### src/rtl/afe_spi_attenuator.sv
// ============================================================================
// afe_spi_attenuator: LSB-first serial writer for the two AFE step attenuators.
// Revision: 1.0
// ============================================================================
`default_nettype none

module afe_spi_attenuator #(
  parameter int CLK_RATE   = 99999001,
  parameter int SPI_RATE   = 1000000,
  parameter int WORD_WIDTH = 16
) (
  input  logic                  sysClk,
  input  logic                  sysReset,
  input  logic                  wrStrobe,
  input  logic [1:0]            wrChannel,
  input  logic [WORD_WIDTH-1:0] wrData,
  output logic                  busy,
  output logic                  overrun,
  output logic [WORD_WIDTH-1:0] readback0,
  output logic [WORD_WIDTH-1:0] readback1,
  output logic [1:0]            AFE_SPI_CLK,
  output logic [1:0]            AFE_SPI_SDI,
  output logic [1:0]            AFE_SPI_LE
);

  localparam int HALF  = (CLK_RATE + 2*SPI_RATE - 1) / (2*SPI_RATE);
  localparam int CNT_W = (HALF < 1) ? 1 : $clog2(HALF + 1);
  localparam int BIT_W = (WORD_WIDTH > 1) ? $clog2(WORD_WIDTH) : 1;

  localparam logic [CNT_W-1:0] c_RELOAD   = CNT_W'(HALF - 1);
  localparam logic [BIT_W-1:0] c_LAST_BIT = BIT_W'(WORD_WIDTH - 1);

  generate
    if (HALF < 1) begin : g_half_check
      $error("afe_spi_attenuator: HALF must be at least 1");
    end
  endgenerate

  typedef enum logic [2:0] {
    S_IDLE     = 3'd0,
    S_SHIFT_LO = 3'd1,
    S_SHIFT_HI = 3'd2,
    S_LE_SETUP = 3'd3,
    S_LE_HIGH  = 3'd4
  } state_t;

  state_t                r_state;
  logic [CNT_W-1:0]      r_cnt;
  logic [BIT_W-1:0]      r_bit;
  logic [WORD_WIDTH-1:0] r_data;
  logic [1:0]            r_mask;
  logic                  r_busy;
  logic                  r_overrun;
  logic [WORD_WIDTH-1:0] r_rb0;
  logic [WORD_WIDTH-1:0] r_rb1;
  logic [1:0]            r_clk;
  logic [1:0]            r_sdi;
  logic [1:0]            r_le;

  logic                  w_accept;
  logic                  w_cnt_done;
  logic [BIT_W-1:0]      w_next_bit;

  assign w_accept   = wrStrobe && !r_busy && (wrChannel != 2'b00);
  assign w_cnt_done = (r_cnt == '0);
  assign w_next_bit = r_bit + BIT_W'(1);

  always_ff @(posedge sysClk) begin
    if (sysReset) begin
      r_state   <= S_IDLE;
      r_cnt     <= '0;
      r_bit     <= '0;
      r_data    <= '0;
      r_mask    <= '0;
      r_busy    <= 1'b0;
      r_overrun <= 1'b0;
      r_rb0     <= '0;
      r_rb1     <= '0;
      r_clk     <= '0;
      r_sdi     <= '0;
      r_le      <= '0;
    end else begin
      // A strobe that lands while a word is still going out is dropped.
      if (wrStrobe && r_busy) begin
        r_overrun <= 1'b1;
      end

      case (r_state)
        S_IDLE: begin
          if (w_accept) begin
            r_data    <= wrData;
            r_mask    <= wrChannel;
            r_bit     <= '0;
            r_overrun <= 1'b0;
            r_busy    <= 1'b1;
            r_cnt     <= c_RELOAD;
            r_clk     <= 2'b00;
            r_sdi     <= wrChannel & {2{wrData[0]}};
            r_state   <= S_SHIFT_LO;
          end
        end

        S_SHIFT_LO: begin
          if (w_cnt_done) begin
            r_cnt   <= c_RELOAD;
            r_clk   <= r_mask;
            r_state <= S_SHIFT_HI;
          end else begin
            r_cnt <= r_cnt - CNT_W'(1);
          end
        end

        S_SHIFT_HI: begin
          if (w_cnt_done) begin
            r_cnt <= c_RELOAD;
            r_clk <= 2'b00;
            if (r_bit != c_LAST_BIT) begin
              r_bit   <= w_next_bit;
              r_sdi   <= r_mask & {2{r_data[w_next_bit]}};
              r_state <= S_SHIFT_LO;
            end else begin
              r_sdi   <= 2'b00;
              r_state <= S_LE_SETUP;
            end
          end else begin
            r_cnt <= r_cnt - CNT_W'(1);
          end
        end

        S_LE_SETUP: begin
          if (w_cnt_done) begin
            r_cnt   <= c_RELOAD;
            r_le    <= r_mask;
            r_state <= S_LE_HIGH;
          end else begin
            r_cnt <= r_cnt - CNT_W'(1);
          end
        end

        S_LE_HIGH: begin
          if (w_cnt_done) begin
            r_le    <= 2'b00;
            r_busy  <= 1'b0;
            r_state <= S_IDLE;
            if (r_mask[0]) begin
              r_rb0 <= r_data;
            end
            if (r_mask[1]) begin
              r_rb1 <= r_data;
            end
          end else begin
            r_cnt <= r_cnt - CNT_W'(1);
          end
        end

        default: begin
          r_state <= S_IDLE;
        end
      endcase
    end
  end

  assign busy        = r_busy;
  assign overrun     = r_overrun;
  assign readback0   = r_rb0;
  assign readback1   = r_rb1;
  assign AFE_SPI_CLK = r_clk;
  assign AFE_SPI_SDI = r_sdi;
  assign AFE_SPI_LE  = r_le;

endmodule

`default_nettype wire

### config.mk
export PLATFORM = sky130hd
export DESIGN_NAME = afe_spi_attenuator
export DESIGN_NICKNAME = d
export VERILOG_FILES = /design/src/rtl/afe_spi_attenuator.sv
export SDC_FILE = /design/constraint.sdc
export NUM_CORES = 1
export LEC_CHECK = 0
export CAP_MARGIN = 20
export CORE_UTILIZATION = 46
export CTS_BUF_LIST = sky130_fd_sc_hd__clkbuf_16
export DETAILED_ROUTE_END_ITERATION = 10
export MAX_ROUTING_LAYER = met4
export PLACE_DENSITY = 0.75
export SETUP_SLACK_MARGIN = 0.15
export SKIP_CTS_REPAIR_TIMING = 1
export SLEW_MARGIN = 10
export SYNTH_ARGS = -nofsm -noshare
export SYNTH_HDL_FRONTEND = slang
export SYNTH_SLANG_ARGS = --single-unit
### constraint.sdc
create_clock -name sysClk -period 2.12 [get_ports sysClk]
set_input_delay 0.424 -clock sysClk [delete_from_list [all_inputs] [get_ports sysClk]]
set_output_delay 0.424 -clock sysClk [all_outputs]
set_load 0.03 [all_outputs]
==> impl_metrics.ini, run 1 <==
[place]
placed_area_um2 = 3920
dpl.cell_count = 507
gp_congestion = 0.900
post-place-ws_ns = -0.0931
dp_hpwl_mm = 5.49
portBuffers = 60

[timing]
period_share_pct = 98.9
finalHoldViolCount = 0
min_period_ns = 2.10
finalClockSkew_ns = 0.00446
slew_viol_final = 0
setup_ws_ns = 0.0223
finalSetupViolCount = 0
worstMarginPinSlew_ns = 0.754
rsz0062_at_grt = true
fmax_ghz = 0.477
relSlewSlack_pct = 49.6
timing.hold.ws_ns = 0.452

[synthesis]
yosysTopAreaCellShare_pct = 46.3
avgSynthCellArea_um2 = 8.46
ys_types = 45
ys_warn_count = 0
synth_cells = 363
synth-seq-cells = 71
synthTopCellsByArea = dfxtp_1 46%, nand2_1 8.9%, a21oi_1 7.3%
async_flop_share_pct = 0
synth_seq_area_share_pct = 46.3
syn_area_um2 = 3070
syn-num-nets = 386
synth_edf_count = 0
yosysTopAreaCell = dfxtp_1
ys.flop_type = dfxtp_1

[route]
vias = 3041
via_per_inst = 5.75
wl_met1_mm = 3.58
dr_wl_met3_um = 579
wl_mm = 8.69
drt_pass1_iterations = 5
ant_nets = 0
wl_per_cell_um = 16.4
routed-wl-met2_mm = 4.31
drtIter0Drc = 235
drt_drc_violations_left = 0
highest_layer = met4

[die]
start_util_pct = 48.1
num_io_pins = 61
dieArea_um2 = 7000
fp.dieW_um = 83.7
die_y_um = 83.7
core_area_um2 = 6390
fp-row-count = 29

[final_layout]
syn2layout_area_growth_pct = 47.3
diodes = 0
drive_gt1_share_pct = 19.7
final_cell_count_no_fill = 529
layout.nets = 470
design_area_um2 = 4520

[clock_network]
cts_made_buffers = 9
cts_buffer_depth = 2
htreeDepth = 3
cts_tree = built
insertion_delay_ns = 0.33
cts.sinks = 71
cts-root-buf = clkbuf_16
path_clk_slew_ns = 0.06

[setup_path]
cp.required_ns = 2.38
endpoint_kind = register
path_max_fanout = 5
start_kind = register
critPathKind = register to register
crit_arrival_ns = 2.36

[worst_hold_path]
hold_class = register to register

[grt]
grt_pass1_wl_mm = 13.4
grt_pass1_vias = 2776
gr-total-overflow = 0
grt_use_total_pct = 24.7
grt_max_degree = 38
antenna_found_initial = 0

[power]
p_per_area_nw_per_um2 = 1130
cellLeakagePower_nw = 1.63
irDropWorstVdd_mv = 1.01

[flow_run]
maxCapViolations = 0

[status]
status = completed
## state kept, by name, summed over array words and instances, names as in the netlist
name         flops
r_data          16
readback0       16
readback1       16
r_cnt            6
r_bit            4
r_state          3
AFE_SPI_CLK      2
AFE_SPI_LE       2
AFE_SPI_SDI      2
r_mask           2
busy             1
overrun          1
## worst paths after layout
kind | from | endpoint | slack [ns] | cells past startpoint
worst min register to register | readback1[13]$_SDFFE_PP0P_ | readback1[13]$_SDFFE_PP0P_ | 0.45 | 2
worst max register to register | r_cnt[1]$_SDFFE_PP0P_ | AFE_SPI_CLK[1]$_SDFFE_PP0P_ | 0.02 | 7
worst min-delay path | readback1[13]$_SDFFE_PP0P_ | readback1[13]$_SDFFE_PP0P_ | 0.45 | 2
worst max-delay path | r_cnt[1]$_SDFFE_PP0P_ | AFE_SPI_CLK[1]$_SDFFE_PP0P_ | 0.02 | 7
## critical path: stages (launching register included)
cell and delay, ns:
dfxtp_2 0.33, inv_2 0.09, ha_4 0.14, or4b_4 0.52
nor2_1 0.21, o311ai_2 0.13, or4_1 0.48, a21oi_1 0.12
## metrics by stage
step / utilization [%] / power (mW) / TNS, ns
after detailed placement: 61.3 / 2.89 / -1.42
after floorplan: - / 2.42 / 0
final: 70.8 / 5.09 / 0
after global placement: 61.3 / 2.86 / -0.448
after global routing: 70.8 / 5.30 / -0.333
after CTS: 66.6 / 4.62 / -0.0900
## Yosys cell counts (all sizes together) (2+ instances only)
| master | instances |
|---|---|
| nand2 | 73 |
| xnor2 | 3 |
| or2 | 2 |
| dfxtp | 71 |
| nand3 | 6 |
| buf | 8 |
| a21oi | 45 |
| and2 | 2 |
| nor3 | 8 |
| mux2i | 20 |
| nand2b | 2 |
| a2111oi | 3 |
| a22oi | 6 |
| nor2 | 39 |
| mux2 | 2 |
| a211oi | 6 |
| a32oi | 3 |
| clkbuf | 14 |
| xor2 | 2 |
| o21ai | 8 |
| mux4 | 4 |
| and3 | 2 |
| nor4 | 2 |
| nor2b | 2 |
| inv | 9 |
| ha | 2 |
| nand4 | 5 |
## layer usage
layer / global-route usage, % / vias up
met5: - / -
met4: 8.01 / 0
met3: 5.64 / 29
met2: 39.5 / 123
met1: 31.1 / 1462
li1: - / 1427
## logic make-up (layout without fill, tap and decap cells)
| logic type | after synthesis | after routing | share of synthesized area, % |
|---|---|---|---|
| AOI/OAI and AO/OA | 78 | 78 | 15.4 |
| xor gates and xnor gates | 5 | 5 | 1.43 |
| adders and majority gates | 2 | 2 | 0.815 |
| buffers and inverters | 31 | 120 | 4.32 |
| DFF | 71 | 71 | 46.3 |
| muxes | 26 | 26 | 10.2 |
| and+or+nand+nor | 150 | 150 | 21.6 |
## where the power goes
part | leakage, nW | internal, mW | switching, mW
Sequential | 0.577 | 1.47 | 0.182
Combinational | 0.881 | 0.832 | 0.888
Clock | 0.169 | 1.14 | 0.577
## layout by cell type, fill, tap and decap left out, drive strengths merged, types with 4 or more instances in the layout
| master | netlist | layout |
|---|---|---|
| a211oi | 6 | 6 |
| nand3 | 6 | 6 |
| nand4 | 5 | 5 |
| nor3 | 8 | 8 |
| dfxtp | 71 | 71 |
| clkdlybuf4s50 | 0 | 59 |
| mux2i | 20 | 20 |
| a22oi | 6 | 6 |
| mux4 | 4 | 4 |
| nand2 | 73 | 73 |
| a21oi | 45 | 45 |
| inv | 9 | 11 |
| clkbuf | 14 | 9 |
| buf | 8 | 36 |
| nor2 | 39 | 39 |
| o21ai | 8 | 8 |
## layout make-up
type                       instances  area (µm²)
clock inverter                     7         111
timing repair buffer              95         925
inverter                           9        33.8
clock buffer                       9         225
tap                               77        96.3
sequential                        71        1420
fill                             469        1860
multi-input combinational        261        1710
Power figures use the tool's default switching activity.
==> inputs of run 2 (changes only) <==
--- a/config.mk
+++ b/config.mk
@@ -7,10 +7,10 @@
 export LEC_CHECK = 0
 export CAP_MARGIN = 20
 export CORE_UTILIZATION = 46
-export CTS_BUF_LIST = sky130_fd_sc_hd__clkbuf_16
 export DETAILED_ROUTE_END_ITERATION = 10
 export MAX_ROUTING_LAYER = met4
 export PLACE_DENSITY = 0.75
+export RECOVER_POWER = 100
 export SETUP_SLACK_MARGIN = 0.15
 export SKIP_CTS_REPAIR_TIMING = 1
 export SLEW_MARGIN = 10
==> run 2 against run 1 <==
Effect of this change: cell area decreased by 2.7%; sequential share of layout area increased by 0.86 points; register-to-register slack about the same; largest cell class unchanged; combinational power decreased by 3%.
==> impl_metrics.ini, run 2 (synthesis gave the netlist of run 1 again) <==
[setup_path]
regToRegSetupSlack_ns = 0.01
cp.required_ns = 2.39
crit_arrival_ns = 2.38
critPathKind = register to register
crit_slowest_cell = or4b_4
r2r_end = AFE_SPI_CLK[1]$_SDFFE_PP0P_
start_kind = register
crit_chain = inv_2, ha_4, or4b_4, o31ai_4, o311ai_2, or4_1, a21oi_1
rr_worst_depth = 7
path_max_fanout = 5
endpoint_kind = register
r2r-start = r_cnt[1]$_SDFFE_PP0P_
cpPeakStageDelay_ns = 0.52

[timing]
worstMarginPinSlew_ns = 0.721
finalSetupViolCount = 0
rsz0062_at_grt = true
period_share_pct = 99.3
min_period_ns = 2.11
finalHoldViolCount = 0
finalClockSkew_ns = 0.00714
timing.hold.ws_ns = 0.452
relSlewSlack_pct = 51.9
fmax_ghz = 0.475
slew_viol_final = 0

[final_layout]
syn2layout_area_growth_pct = 43.4
seq_area_um2 = 1420
multi_input_area_um2 = 1690
final_common_cell = nand2_1
mostFrequentLayoutCells = 72 x nand2_1, 69 x dfxtp_1, 43 x a21oi_1
layout.nets = 470
fill_cells = 493
design_area_um2 = 4400
drive_gt1_share_pct = 19.5
diodes = 0

[place]
portBuffers = 60
dp_hpwl_mm = 5.49
gp_congestion = 0.900
placed_area_um2 = 3920

[power]
power_frac_clock_pct = 28.8
switching_share_pct = 33.9
p_comb_share_pct = 36.0
intPower_mw = 3.08
seq_power_share_pct = 35.3
cellLeakagePower_nw = 1.71
p_per_area_nw_per_um2 = 1060
irDropWorstVdd_mv = 0.797
netSwitchingPower_mw = 1.58

[grt]
grt_use_total_pct = 24.5
antenna_found_initial = 0
grt_pass1_wl_mm = 13.3
gr-total-overflow = 0
grt_pass1_vias = 2761
grt_max_degree = 38

[status]
status = completed

[worst_hold_path]
hold_start = AFE_SPI_CLK[1]$_SDFFE_PP0P_
hold_class = register to register
min_to = AFE_SPI_CLK[1]$_SDFFE_PP0P_
holdPathStages = 2

[route]
ant_nets = 0
drt_drc_violations_left = 0
vias = 3007
wl_per_cell_um = 16.5
drt_pass1_iterations = 5
drtIter0Drc = 199
wl_mm = 8.74
via_per_inst = 5.68

[flow_run]
maxCapViolations = 0

[clock_network]
cts_made_buffers = 9
path_clk_slew_ns = 0.08
cts_buffer_depth = 2
cts-root-buf = clkbuf_8
cts_tree = built
htreeDepth = 3
cts.sinks = 71
insertion_delay_ns = 0.34

[die]
core_area_um2 = 6390
dieArea_um2 = 7000
num_io_pins = 61
fp-row-count = 29
fp.dieW_um = 83.7
start_util_pct = 48.1
die_y_um = 83.7
-- run 2: final cells by class --
class | count | share of cell area, %
clock inverters | 5 | 2.36
well taps | 77 | 2.19
multi-input cells | 261 | 38.4
clock buffers | 11 | 3.21
inverters | 9 | 0.767
repair buffers | 95 | 20.8
flip-flops and latches | 71 | 32.3
-- run 2: metal layers --
metal	track usage [%]	wire (µm)
met1	30.8	3650
met3	5.24	539
met2	38.6	4420
met5	-	0
met4	9.55	128
-- run 2: critical path, delay by kind of cell (launching register included) --
kind                       cells  cell delay [ns]
AOI/OAI and AO/OA              3             0.50
adders and majority gates      1             0.13
buffers and inverters          1             0.07
DFF                            1             0.33
and+or+nand+nor                2             1.00
-- run 2: how the worst max path moves through the flow --
| stage | start | slack [ns] | cells past startpoint | endpoint |
|---|---|---|---|---|
| after floorplan | r_cnt[0]$_SDFFE_PP0P_ | 0.09 | 7 | AFE_SPI_CLK[1]$_SDFFE_PP0P_ |
| after global placement | wrStrobe | -0.05 | 6 | AFE_SPI_CLK[1]$_SDFFE_PP0P_ |
| after detailed placement | wrChannel[1] | -0.09 | 6 | r_bit[2]$_SDFFE_PP0P_ |
| after CTS | r_cnt[0]$_SDFFE_PP0P_ | -0.06 | 7 | AFE_SPI_CLK[1]$_SDFFE_PP0P_ |
| after global routing | r_cnt[1]$_SDFFE_PP0P_ | -0.07 | 7 | AFE_SPI_CLK[1]$_SDFFE_PP0P_ |
| final | r_cnt[1]$_SDFFE_PP0P_ | 0.01 | 7 | AFE_SPI_CLK[1]$_SDFFE_PP0P_ |
-- run 2: stage by stage --
| step | setup slack (ns) | TNS [ns] | power [mW] | utilization (%) | std cells |
|---|---|---|---|---|---|
| after floorplan | 0.0864 | 0 | 2.42 | - | 363 |
| after global placement | -0.0544 | -0.448 | 2.86 | 61.3 | 507 |
| after detailed placement | -0.0931 | -1.42 | 2.89 | 61.3 | 507 |
| after CTS | -0.0650 | -0.0650 | 4.22 | 65.2 | 523 |
| after global routing | -0.0696 | -0.345 | 4.87 | 68.9 | 529 |
| final | 0.0139 | 0 | 4.66 | 68.9 | 529 |
-- run 2: power by group through the flow --
stage | sequential (mW) | clock [mW] | combinational (mW)
3_3_place_gp | 1.64 | 0 | 1.22
5_1_grt | 1.66 | 1.42 | 1.79
4_1_cts | 1.61 | 1.35 | 1.27
6_report | 1.64 | 1.34 | 1.67
3_5_place_dp | 1.64 | 0 | 1.25
2_1_floorplan | 1.62 | 0 | 0.794
